**src/rtl/float_to_int_if.sv**
```systemverilog
// Valid/ready bundle for the float-to-int converter: float operand in, integer result plus flags out.
// slave is the converter's view, master is the producer/consumer view.
interface float_to_int_if #(
  parameter int OUT_W = 24
);
  logic             in_valid;
  logic             in_ready;
  logic [31:0]      float_in;
  logic             round_mode;
  logic             out_valid;
  logic             out_ready;
  logic [OUT_W-1:0] out_data;
  logic             out_ovf;
  logic             out_nan;
  logic             out_inexact;

  modport slave (
    input  in_valid, float_in, round_mode, out_ready,
    output in_ready, out_valid, out_data, out_ovf, out_nan, out_inexact
  );

  modport master (
    output in_valid, float_in, round_mode, out_ready,
    input  in_ready, out_valid, out_data, out_ovf, out_nan, out_inexact
  );
endinterface

```
**src/rtl/float_to_int_pipe.sv**
```systemverilog
// Two-stage binary32 -> OUT_W-bit integer converter with saturation and NaN/overflow/inexact flags.
// Define FLOAT_TO_INT_RNE_EN to honour round_mode (round-nearest-even); otherwise it always truncates.
module float_to_int_pipe #(
  parameter int OUT_W  = 24,
  parameter bit SIGNED = 1'b0
) (
  input  logic         clk,
  input  logic         rst_n,
  float_to_int_if.slave bus
);

  typedef enum logic [1:0] {CLS_ZERO, CLS_NORMAL, CLS_INF, CLS_NAN} cls_t;

  localparam logic [32:0] UMAX     = (33'd1 << OUT_W) - 33'd1;
  localparam logic [32:0] SMAX     = (33'd1 << (OUT_W - 1)) - 33'd1;
  localparam logic [32:0] SMIN_MAG = 33'd1 << (OUT_W - 1);

  logic             s1_valid;
  logic             s1_sign;
  logic signed [8:0] s1_e;
  logic [23:0]      s1_sig;
  cls_t             s1_class;
`ifdef FLOAT_TO_INT_RNE_EN
  logic             s1_rnd;
`endif
  logic             s2_valid;
  logic [OUT_W-1:0] data_reg;
  logic             ovf_reg;
  logic             nan_reg;
  logic             inexact_reg;

  logic adv1, adv2;
  assign adv2 = !s2_valid || bus.out_ready;
  assign adv1 = !s1_valid || adv2;

  assign bus.in_ready    = rst_n && adv1;
  assign bus.out_valid   = s2_valid;
  assign bus.out_data    = data_reg;
  assign bus.out_ovf     = ovf_reg;
  assign bus.out_nan     = nan_reg;
  assign bus.out_inexact = inexact_reg;

  // Stage-1 decode of the incoming operand
  logic [7:0]        in_exp;
  logic [22:0]       in_mant;
  logic signed [8:0] in_e;
  cls_t              in_class;

  always_comb begin
    in_exp   = bus.float_in[30:23];
    in_mant  = bus.float_in[22:0];
    in_e     = $signed({1'b0, in_exp}) - 9'sd127;
    in_class = CLS_NORMAL;
    if (in_exp == 8'd0)
      in_class = CLS_ZERO;
    else if (in_exp == 8'hFF)
      in_class = (in_mant != 23'd0) ? CLS_NAN : CLS_INF;
  end

  // Stage-2 shift, round and range check
  logic [4:0]       rsh;
  logic [3:0]       lsh;
  logic [48:0]      shifted;
  logic [23:0]      m_trunc;
  logic             guard, sticky;
  logic [24:0]      m_round;
  logic [32:0]      mag;
  logic             huge;
  logic             frac_lost;
  logic [OUT_W-1:0] pos_max, neg_min;
  logic [OUT_W-1:0] res_data;
  logic             res_ovf, res_nan, res_inexact;

  always_comb begin
    rsh     = 5'(9'sd23 - s1_e);
    lsh     = 4'(s1_e - 9'sd23);
    shifted = {s1_sig, 25'd0} >> rsh;
    m_trunc = shifted[48:25];
    guard   = shifted[24];
    sticky  = |shifted[23:0];
    // Below 0.5 every significand bit is discarded; the hidden one makes sticky certain
    if (s1_e < -9'sd1) begin
      m_trunc = 24'd0;
      guard   = 1'b0;
      sticky  = 1'b1;
    end
`ifdef FLOAT_TO_INT_RNE_EN
    m_round = {1'b0, m_trunc} + 25'(s1_rnd & guard & (sticky | m_trunc[0]));
`else
    m_round = {1'b0, m_trunc};
`endif
    huge      = s1_e > 9'sd31;
    frac_lost = (s1_e <= 9'sd23) && (guard || sticky);
    if (s1_e > 9'sd23)
      mag = {9'd0, s1_sig} << lsh;
    else
      mag = {8'd0, m_round};

    pos_max = SIGNED ? SMAX[OUT_W-1:0] : UMAX[OUT_W-1:0];
    neg_min = SIGNED ? SMIN_MAG[OUT_W-1:0] : {OUT_W{1'b0}};

    res_data    = '0;
    res_ovf     = 1'b0;
    res_nan     = 1'b0;
    res_inexact = 1'b0;
    case (s1_class)
      CLS_ZERO: res_inexact = |s1_sig[22:0];
      CLS_NAN:  res_nan = 1'b1;
      CLS_INF: begin
        res_ovf  = 1'b1;
        res_data = s1_sign ? neg_min : pos_max;
      end
      default: begin
        res_inexact = frac_lost;
        if (SIGNED) begin
          if (!s1_sign) begin
            if (huge || mag > SMAX) begin
              res_data = pos_max;
              res_ovf  = 1'b1;
            end else
              res_data = mag[OUT_W-1:0];
          end else begin
            if (huge || mag > SMIN_MAG) begin
              res_data = neg_min;
              res_ovf  = 1'b1;
            end else
              res_data = -mag[OUT_W-1:0];
          end
        end else begin
          if (s1_sign)
            res_ovf = huge || (mag != 33'd0);
          else if (huge || mag > UMAX) begin
            res_data = pos_max;
            res_ovf  = 1'b1;
          end else
            res_data = mag[OUT_W-1:0];
        end
      end
    endcase
  end

  always_ff @(posedge clk) begin
    if (!rst_n) begin
      s1_valid    <= 1'b0;
      s1_sign     <= 1'b0;
      s1_e        <= '0;
      s1_sig      <= '0;
      s1_class    <= CLS_ZERO;
`ifdef FLOAT_TO_INT_RNE_EN
      s1_rnd      <= 1'b0;
`endif
      s2_valid    <= 1'b0;
      data_reg    <= '0;
      ovf_reg     <= 1'b0;
      nan_reg     <= 1'b0;
      inexact_reg <= 1'b0;
    end else begin
      if (adv1) begin
        s1_valid <= bus.in_valid;
        if (bus.in_valid) begin
          s1_sign  <= bus.float_in[31];
          s1_e     <= in_e;
          s1_sig   <= {in_exp != 8'd0, in_mant};
          s1_class <= in_class;
`ifdef FLOAT_TO_INT_RNE_EN
          s1_rnd   <= bus.round_mode;
`endif
        end
      end
      if (adv2) begin
        s2_valid <= s1_valid;
        if (s1_valid) begin
          data_reg    <= res_data;
          ovf_reg     <= res_ovf;
          nan_reg     <= res_nan;
          inexact_reg <= res_inexact;
        end
      end
    end
  end

endmodule

```
**src/flat_wrapper.sv**
```systemverilog
// flat-port wrapper written by rule: the top's interface ports become plain ports
module float_to_int_pipe_flat 
#(
  parameter int OUT_W  = 24,
  parameter bit SIGNED = 1'b0
)
  (clk, rst_n, bus_in_valid, bus_float_in, bus_round_mode, bus_out_ready, bus_in_ready, bus_out_valid, bus_out_data, bus_out_ovf, bus_out_nan, bus_out_inexact);
  float_to_int_if #(.OUT_W(OUT_W)) bus_i ();
  input  logic clk;
  input  logic rst_n;
  input wire logic [$bits(bus_i.in_valid)-1:0] bus_in_valid;
  input wire logic [$bits(bus_i.float_in)-1:0] bus_float_in;
  input wire logic [$bits(bus_i.round_mode)-1:0] bus_round_mode;
  input wire logic [$bits(bus_i.out_ready)-1:0] bus_out_ready;
  output wire logic [$bits(bus_i.in_ready)-1:0] bus_in_ready;
  output wire logic [$bits(bus_i.out_valid)-1:0] bus_out_valid;
  output wire logic [$bits(bus_i.out_data)-1:0] bus_out_data;
  output wire logic [$bits(bus_i.out_ovf)-1:0] bus_out_ovf;
  output wire logic [$bits(bus_i.out_nan)-1:0] bus_out_nan;
  output wire logic [$bits(bus_i.out_inexact)-1:0] bus_out_inexact;
  assign bus_i.in_valid = bus_in_valid;
  assign bus_i.float_in = bus_float_in;
  assign bus_i.round_mode = bus_round_mode;
  assign bus_i.out_ready = bus_out_ready;
  assign bus_in_ready = bus_i.in_ready;
  assign bus_out_valid = bus_i.out_valid;
  assign bus_out_data = bus_i.out_data;
  assign bus_out_ovf = bus_i.out_ovf;
  assign bus_out_nan = bus_i.out_nan;
  assign bus_out_inexact = bus_i.out_inexact;
  float_to_int_pipe #(.OUT_W(OUT_W), .SIGNED(SIGNED)) u_core (.clk(clk), .rst_n(rst_n), .bus(bus_i));
endmodule
```
**config.mk**
```make
export PLATFORM = sky130hd
export DESIGN_NAME = float_to_int_pipe_flat
export DESIGN_NICKNAME = d
export VERILOG_FILES = /design/src/rtl/float_to_int_if.sv /design/src/rtl/float_to_int_pipe.sv /design/src/flat_wrapper.sv
export SDC_FILE = /design/constraint.sdc
export NUM_CORES = 1
export LEC_CHECK = 0
export CAP_MARGIN = 20
export CORE_MARGIN = 2
export CORE_UTILIZATION = 30
export CTS_CLUSTER_SIZE = 28
export DETAILED_ROUTE_END_ITERATION = 10
export GPL_ROUTABILITY_DRIVEN = 0
export HOLD_SLACK_MARGIN = 0.15
export PLACE_DENSITY_LB_ADDON = 0.25
export SYNTH_ARGS = -nofsm -noshare
export SYNTH_HDL_FRONTEND = slang
export SYNTH_SLANG_ARGS = --single-unit
```
**constraint.sdc**
```tcl
create_clock -name clk -period 3.2 [get_ports clk]
set_input_delay 0.64 -clock clk [delete_from_list [all_inputs] [get_ports clk]]
set_output_delay 0.64 -clock clk [all_outputs]
set_load 0.01 [all_outputs]
```
# After elaboration in Yosys (flattened, before gate mapping)
# Index checks and enable logic that the tools add are counted.
# classes
n_addsub,3
mul,0
n_div,0
magnitude_cmp,5
eq_ne,3
shifts,2
muxes,16
bitwise,0
reduce_logical,20
# op_table
op,count
24-bit two-way mux,4
49-bit by 5-bit right shift with 49-bit output,1
24-bit one-hot mux with 2 select lines,1
33-bit by 24-bit greater-than comparator with 1-bit output (second input constant),1
33-bit two-way mux,1
33-bit nonzero test,1
24-bit by 4-bit << shifter with 33-bit output,1
24-bit OR reduction,1
23-bit nonzero test,1
23-bit OR reduction,1
9-bit by 6-bit greater-than comparator with 1-bit output (second input constant),2
9-bit by 6-bit less-or-equal comparator with 1-bit output (second input constant),1
9-bit by 1-bit < comparator with 1-bit output (second input constant),1
8-bit by 7-bit subtractor with 9-bit output (second input constant),1
8-bit equality test (second input constant),1
8-bit zero test,1
8-bit nonzero test,1
1-bit two-way mux,6
1-bit logical OR,5
5-bit subtractor (first input constant),1
2-bit equality test (second input constant),2
2-bit two-way mux,2
1-bit one-hot mux with 2 select lines,2
2-bit AND reduction,2
other kinds (5),8
# word_totals
register_bits,65
latch_bits,0
mem_bits_rw,0
mem_bits_ro,0
input_bits,37
output_inout_bits,29
elab_cells,59
n_memories,0

# Depth between registers and ports, before layout
# Gate-level depths: netlist (run 1).
# depth
word_depth,9
mapped_depth,14
mapped_depth_nobuf,10

# Worst setup path after synthesis (run 1)
# OpenSTA, ideal clock, no wires.
# synth_path
path_type,flip-flop to flip-flop
start,register u_core.s1_e[0]
end,register u_core.ovf_reg (netlist: u_core.bus.out_ovf)
setup_ns,0.124
arrival_time_ns,2.776
required_ns,3.076
slack_ns,0.300
path_stages_with_launch,14
n_path_buf,4
synth_period_minus_slack_ns,2.900
cell_sequence,dfxtp_1 ha_1 buf_6 buf_8 buf_6 buf_8 mux2_1 mux4_2 mux2i_1 o22ai_1 nor3_2 nand3_1 nor4_1 nor3_1
# synth_between
elab_chain_len,9
word_cells_on_any_way,16
cone_classes,add/sub: 2; order compare: 4; shift: 2; mux: 5; reduce/logical: 3
# synth_rtl
element,line_no,text
start: declaration,float_to_int_pipe.sv:20,logic signed [8:0] s1_e;
start signal: assignment,float_to_int_pipe.sv:162,s1_e <= in_e;
5-bit subtractor,float_to_int_pipe.sv:75,rsh = 5'(9'sd23 - s1_e);
49-bit by 5-bit right shift with 49-bit output,float_to_int_pipe.sv:77,"shifted = {s1_sig, 25'd0} >> rsh;"
24-bit two-way mux,float_to_int_pipe.sv:82,if (s1_e < -9'sd1) begin
33-bit two-way mux,float_to_int_pipe.sv:94,if (s1_e > 9'sd23)
33-bit by 24-bit greater-than comparator with 1-bit output,float_to_int_pipe.sv:132,else if (huge || mag > UMAX) begin
1-bit logical OR,float_to_int_pipe.sv:132,
1-bit two-way mux,float_to_int_pipe.sv:132,
1-bit two-way mux (*),float_to_int_pipe.sv:130,if (s1_sign)
1-bit one-hot mux with 2 select lines (*),float_to_int_pipe.sv:106,case (s1_class)
end signal: assignment,float_to_int_pipe.sv:174,ovf_reg <= res_ovf;
end: declaration,float_to_int_pipe.sv:28,logic ovf_reg;
# Every way passes the cells marked *; elsewhere a longest branch is shown, timed or not.
# A chain may end at the register's enable or synchronous reset.

# Worst setup path after layout (run 1)
# layout_path
start,register u_core.s1_e[1]
end,register u_core.ovf_reg (netlist: u_core.bus.out_ovf)
# The elaborated chain is that of the path after synthesis.

==> results.yml, run 1 <==
clock_tree:
  cts.path.max_buffers: 2
  clock_latency_ps: 340
  cts_max_level: 3
  cts_hold_buf: 0
  post_cts_buffers: 0
  cts_buffers: 9
  cts_tree: "built"
  clock_sinks: 65
  clockRootBuffer: "clkbuf_16"
  clk_pin_slew_ps: 60
floorplan:
  die-width_um: 152.0
  initial_core_util_pct: 30.32
  die_h_um: 152.0
  die_area_mm2: 0.02312
  core_mm2: 0.02169
  fp-row-count: 54
  io_pins: 66
synth:
  yosys-top-cells-area: "dfxtp_1 (20%), mux4_2 (14%), mux2i_1 (6.2%), mux2_2 (5.3%), nand2_1 (5.0%)"
  ys_ff_latch: 65
  avgSynthCellArea_um2: 8.767
  syn_nets: 792
  seq_area_frac_synth_pct: 19.79
  netlist_instances: 750
  yosysWarnings: 0
  yosys.area.top_type_share_pct: 19.79
  synth_edf_count: 0
  yosys.area.top_type: "dfxtp_1"
  synth-main-ff-cell: "dfxtp_1"
  syn-cell-area_mm2: 0.006575
  yosysUniqueCellTypes: 76
  async_reset_ff_share_pct: 0
global_route:
  use_met1_pct: 26.12
  antenna_found_initial: 0
  gr-usage-all-layers_pct: 19.22
  grt-busiest-layer: "met2"
  overflow: 0
  met3_usage_pct: 3.480
  grt_pass1_vias: 6277
  grt_pass1_wl_um: 35480
  grt_max_degree: 67
  use_met2_pct: 30.09
placed_design:
  io_buffer_count: 64
  dpl.hpwl_um: 16860
drt:
  antenna_left: 0
  routedWlPerCell_um: 19.42
  viasPerCell: 5.714
  wl_um: 22120
  drt_pass1_iterations: 5
  vias: 6508
  drc: 0
  initialDrtViolationCount: 664
power:
  p_leak_uw: 0.003168
  total_power_uw: 3236
  ir_drop_uv: 242.5
  powerDensity_mw_per_mm2: 384.9
timing:
  finalSetupViolations: 0
  period_needed_ps: 3080
  finalMaxSlewViolations: 0
  grt_setup_unrepaired: "false"
  finalCritPeriodShare_pct: 96.24
  finalHoldViolations: 0
  relSlewSlack_pct: 56.91
  tightest_slew_ps: 645.4
  fin_hold_ws_ps: 481.2
  fin_skew_ps: 8.569
  fmaxAchievable_mhz: 324.7
status:
  outcome: "finished clean"
layout:
  layout-drive-gt1-share_pct: 26.78
  layout_common_cells: "buf_4 (104), nand2_1 (86), clkdlybuf4s50_1 (63), dfxtp_1 (62), o21ai_0 (55)"
  final_common_cell: "buf_4"
  nNetsFinal: 896
  diodes: 0
  area_delta_synth_final_pct: 27.86
setup_path:
  cp.required_ps: 3440
  cp-start-kind: "register"
  critPathMaxFanout: 16
  cp_top_family: "buffers and inverters"
  critical-path-max-stage-delay_ps: 360
  crit_buf_inv: 6
  crit_path_end_kind: "register"
  cp_common_cell: "buf_4"
  critPathKind: "register to register"
  crit_slowest_cell: "dfxtp_2"
  path_cells: "buf_6 -> buf_4 -> nand3_1 -> buf_4 -> xnor2_1 -> buf_4 -> a311oi_1 -> buf_4 -> o32ai_1 -> nor4_1 -> nand4_1 -> nor4_1 -> buf_4 -> nor3_1"
  crit_arrival_ps: 3310
hold_path:
  hold_class: "register to register"
job:
  drv_cap: 0
## power breakdown
group          internal, uW  total, uW  switching [uW]
combinational           633       1280             644
clock                   625       1020             392
sequential              862        941            78.9
total                  2120       3240            1120
## repair_timing
item / in CTS / in global routing
gates resized for setup: 1 / 14
pin swaps: 0 / 2
setup endpoints to repair: 1 / 8
## path summary, 6_finish.rpt
check	endpoint	start	cells past startpoint	slack [ps]
worst max-delay path	u_core.bus.out_ovf$_SDFFE_PN0P_	u_core.s1_e[1]$_SDFFE_PN0P_	14	120
worst max register to register	u_core.bus.out_ovf$_SDFFE_PN0P_	u_core.s1_e[1]$_SDFFE_PN0P_	14	120
worst min-delay path	u_core.bus.out_nan$_SDFFE_PN0P_	u_core.bus.out_nan$_SDFFE_PN0P_	2	480
worst min register to register	u_core.bus.out_nan$_SDFFE_PN0P_	u_core.bus.out_nan$_SDFFE_PN0P_	2	480
## registers in the layout (all words and copies together), names as in the netlist
name                    count
u_core.bus.out_data        24
u_core.bus.out_inexact      1
u_core.bus.out_nan          1
u_core.bus.out_ovf          1
u_core.bus.out_valid        1
u_core.s1_class             2
u_core.s1_e                 9
u_core.s1_sig              24
u_core.s1_sign              1
u_core.s1_valid             1
## kinds of logic after synthesis
family	after synthesis	synth area share, %
AND/OR/NAND/NOR	241	18.23
AO/OA/AOI/OAI	202	21.07
multiplexers	130	30.62
buffers and inverters	96	7.879
flip-flops	65	19.79
XOR/XNOR	11	1.465
adder cells (fa/ha/maj)	5	0.9515
## routing by layer
| layer | vias up | part of all wire [%] |
|---|---|---|
| li1 | 3079 | - |
| met1 | 3150 | 45 |
| met2 | 233 | 46 |
| met3 | 46 | 5.8 |
| met4 | 0 | 3.6 |
| met5 | - | 0 |
## per-stage QoR
| step | area [um^2] | setup TNS (ps) | std cells | util, % | worst slack (ps) |
|---|---|---|---|---|---|
| floorplan | 6575 | 0 | 750 | - | 300.4 |
| global placement | 8003 | -11.77 | 1122 | 36.90 | -11.77 |
| detailed placement | 8030 | 0 | 1123 | 37.03 | 9.627 |
| CTS | 8338 | 0 | 1139 | 38.44 | 36.37 |
| global route | 8407 | 0 | 1139 | 38.76 | 1.502 |
| finish | 8407 | 0 | 1139 | 38.76 | 120.3 |
## Yosys cell counts, types with 8 or more instances
cell type,instances
a21boi_0,26
a21oi_1,34
and2_1,13
buf_2,12
clkbuf_1,50
dfxtp_1,65
inv_1,10
mux2_2,31
mux2i_1,41
mux4_1,8
mux4_2,42
nand2_1,87
nand3_1,18
nand4_1,15
nor2_1,38
nor2b_1,13
nor3_1,9
nor4_1,18
o21ai_0,56
o221ai_1,11
o22ai_1,9
## worst min-delay path, stage by stage (launching register included)
cell	delay, ps
dfxtp_1	310
nand2b_1	60
a21boi_0	60
## final cells by class
cell class	count	area [um^2]
repair buffers	177	1573
clock buffers	10	239.0
fillers	2227	13280
flip-flops and latches	65	1308
clock inverters	6	65.06
well taps	280	350.3
inverters	12	45.04
multi-input cells	589	4827
Note: power is estimated with default switching activity, not from simulation.
==> inputs of run 2 (changes only) <==
Settings changed: CORE_MARGIN 2 to not set.
Clock period 3.2 ns to 3.53 ns, I/O delays scaled along.
==> results.yml, run 2 (synthesis results as in run 1) <==
status:
  outcome: "finished clean"
setup_path:
  cp-start-kind: "register"
  reg2reg_depth: 10
  crit_arrival_ps: 3490
  cp.required_ps: 3750
  critPathKind: "register to register"
  critPathMaxFanout: 18
  crit_path_end_kind: "register"
  r2r_start: "u_core.s1_e[1]$_SDFFE_PN0P_"
  cp-startpoint: "u_core.s1_e[1]$_SDFFE_PN0P_"
global_route:
  overflow: 0
  grt_pass1_wl_um: 33170
  gr-usage-all-layers_pct: 19.29
  grt_pass1_vias: 5827
  grt_max_degree: 67
  antenna_found_initial: 0
drt:
  vias: 6209
  routedWlPerCell_um: 19.68
  wl_um: 20960
  drc: 0
  antenna_left: 0
  viasPerCell: 5.830
  drt_pass1_iterations: 5
  initialDrtViolationCount: 561
clock_tree:
  cts_tree: "built"
  clock_sinks: 65
  cts_max_level: 3
  cts.path.max_buffers: 2
  clk_pin_slew_ps: 60
  clock_latency_ps: 340
  cts_hold_buf: 0
  cts_buffers: 9
  clockRootBuffer: "clkbuf_16"
power:
  combPwrFrac_pct: 34.9
  p_leak_uw: 0.002816
  pwr-share-clk_pct: 35.4
  ir_drop_uv: 264.1
  powerDensity_mw_per_mm2: 373.0
  power_frac_seq_pct: 29.6
  switching_share_pct: 33.03
  p_sw_uw: 965.9
  p_int_uw: 1959
floorplan:
  core_mm2: 0.02129
  die_area_mm2: 0.02251
  die_h_um: 150.0
  initial_core_util_pct: 30.89
  die-width_um: 150.0
  io_pins: 66
  fp-row-count: 53
timing:
  finalSetupViolations: 0
  finalCritPeriodShare_pct: 92.50
  finalMaxSlewViolations: 0
  fin_skew_ps: 8.950
  fin_hold_ws_ps: 463.9
  tightest_slew_ps: 826.4
  period_needed_ps: 3265
  grt_setup_unrepaired: "false"
  relSlewSlack_pct: 44.74
  finalHoldViolations: 0
  fmaxAchievable_mhz: 306.3
  tns_ps: 0
  worst_slack_ps: 264.7
hold_path:
  min_path_cells: 2
  hold_class: "register to register"
  hp-start: "u_core.s1_sig[8]$_SDFFE_PN0P_"
layout:
  layout_common_cells: "nand2_1 (87), clkdlybuf4s50_1 (63), dfxtp_1 (62), o21ai_0 (56), mux4_2 (42)"
  final_common_cell: "nand2_1"
  diodes: 0
  area_delta_synth_final_pct: 19.24
  layout-drive-gt1-share_pct: 19.49
  fin_util_pct: 36.83
  n_fill_cell: 2203
  final_cell_area_mm2: 0.007840
  nNetsFinal: 827
placed_design:
  post_dp_cell_area_mm2: 0.007486
  io_buffer_count: 64
  post-place-ws_ps: 166.1
  dpl.hpwl_um: 15680
job:
  drv_cap: 0
run 2: cell count changes in the layout (fill, tap and decap cells not counted), sizes merged:
cell    delta
buf       -69
bufinv     +2
clkinv     -2
run 2: timing repair:
action / 4_1_cts / 5_1_grt
buffers inserted: 0 / 0
setup endpoints to repair: 0 / 1
resized for setup: 0 / 1
run 2: path summary, 6_finish.rpt:
| check | to | slack (ps) |
|---|---|---|
| max | u_core.bus.out_ovf$_SDFFE_PN0P_ | 260 |
| max reg2reg | u_core.bus.out_ovf$_SDFFE_PN0P_ | 260 |
| min reg2reg | u_core.s1_sig[8]$_SDFFE_PN0P_ | 460 |
| min | u_core.s1_sig[8]$_SDFFE_PN0P_ | 460 |
run 2: layout make-up:
| type | count | area (um^2) | share of cell area (%) |
|---|---|---|---|
| Clock buffer | 10 | 229.0 | 2.921 |
| Sequential cell | 65 | 1305 | 16.65 |
| Multi-Input combinational cell | 589 | 4786 | 61.04 |
| Inverter | 12 | 45.04 | 0.5745 |
| Clock inverter | 6 | 115.1 | 1.468 |
| Timing Repair Buffer | 108 | 1016 | 12.96 |
| Tap cell | 275 | 344.1 | 4.389 |
run 2: through the flow:
step / total power (uW) / cells
after CTS: 2935 / 1065
after global routing: 3071 / 1065
final: 2925 / 1065
after floorplan: 1570 / 750
after detailed placement: 1889 / 1049
after global placement: 1888 / 1049
run 2: worst max-delay path, cell delays in order, from the launching register on:
cell,delay [ps]
dfxtp_2,340
ha_4,440
buf_4,230
mux2_1,350
mux4_2,510
mux2i_1,310
o22ai_1,190
nor3_2,220
nand3_1,90
nor4_1,360
nor3_1,90
run 2: metal layers:
| metal | track usage, % | wire, um |
|---|---|---|
| met3 | 3.689 | 1227 |
| met5 | 0 | 0 |
| met4 | 7.677 | 655 |
| met2 | 30.37 | 9722 |
| met1 | 25.85 | 9349 |
run 2: power by group through the flow:
stage	combinational [uW]	sequential (uW)	clock (uW)
2_1_floorplan	736	835	0
3_3_place_gp	1010	879	0
3_5_place_dp	1010	880	0
4_1_cts	1010	864	1060
5_1_grt	1100	874	1090
6_report	1020	867	1040
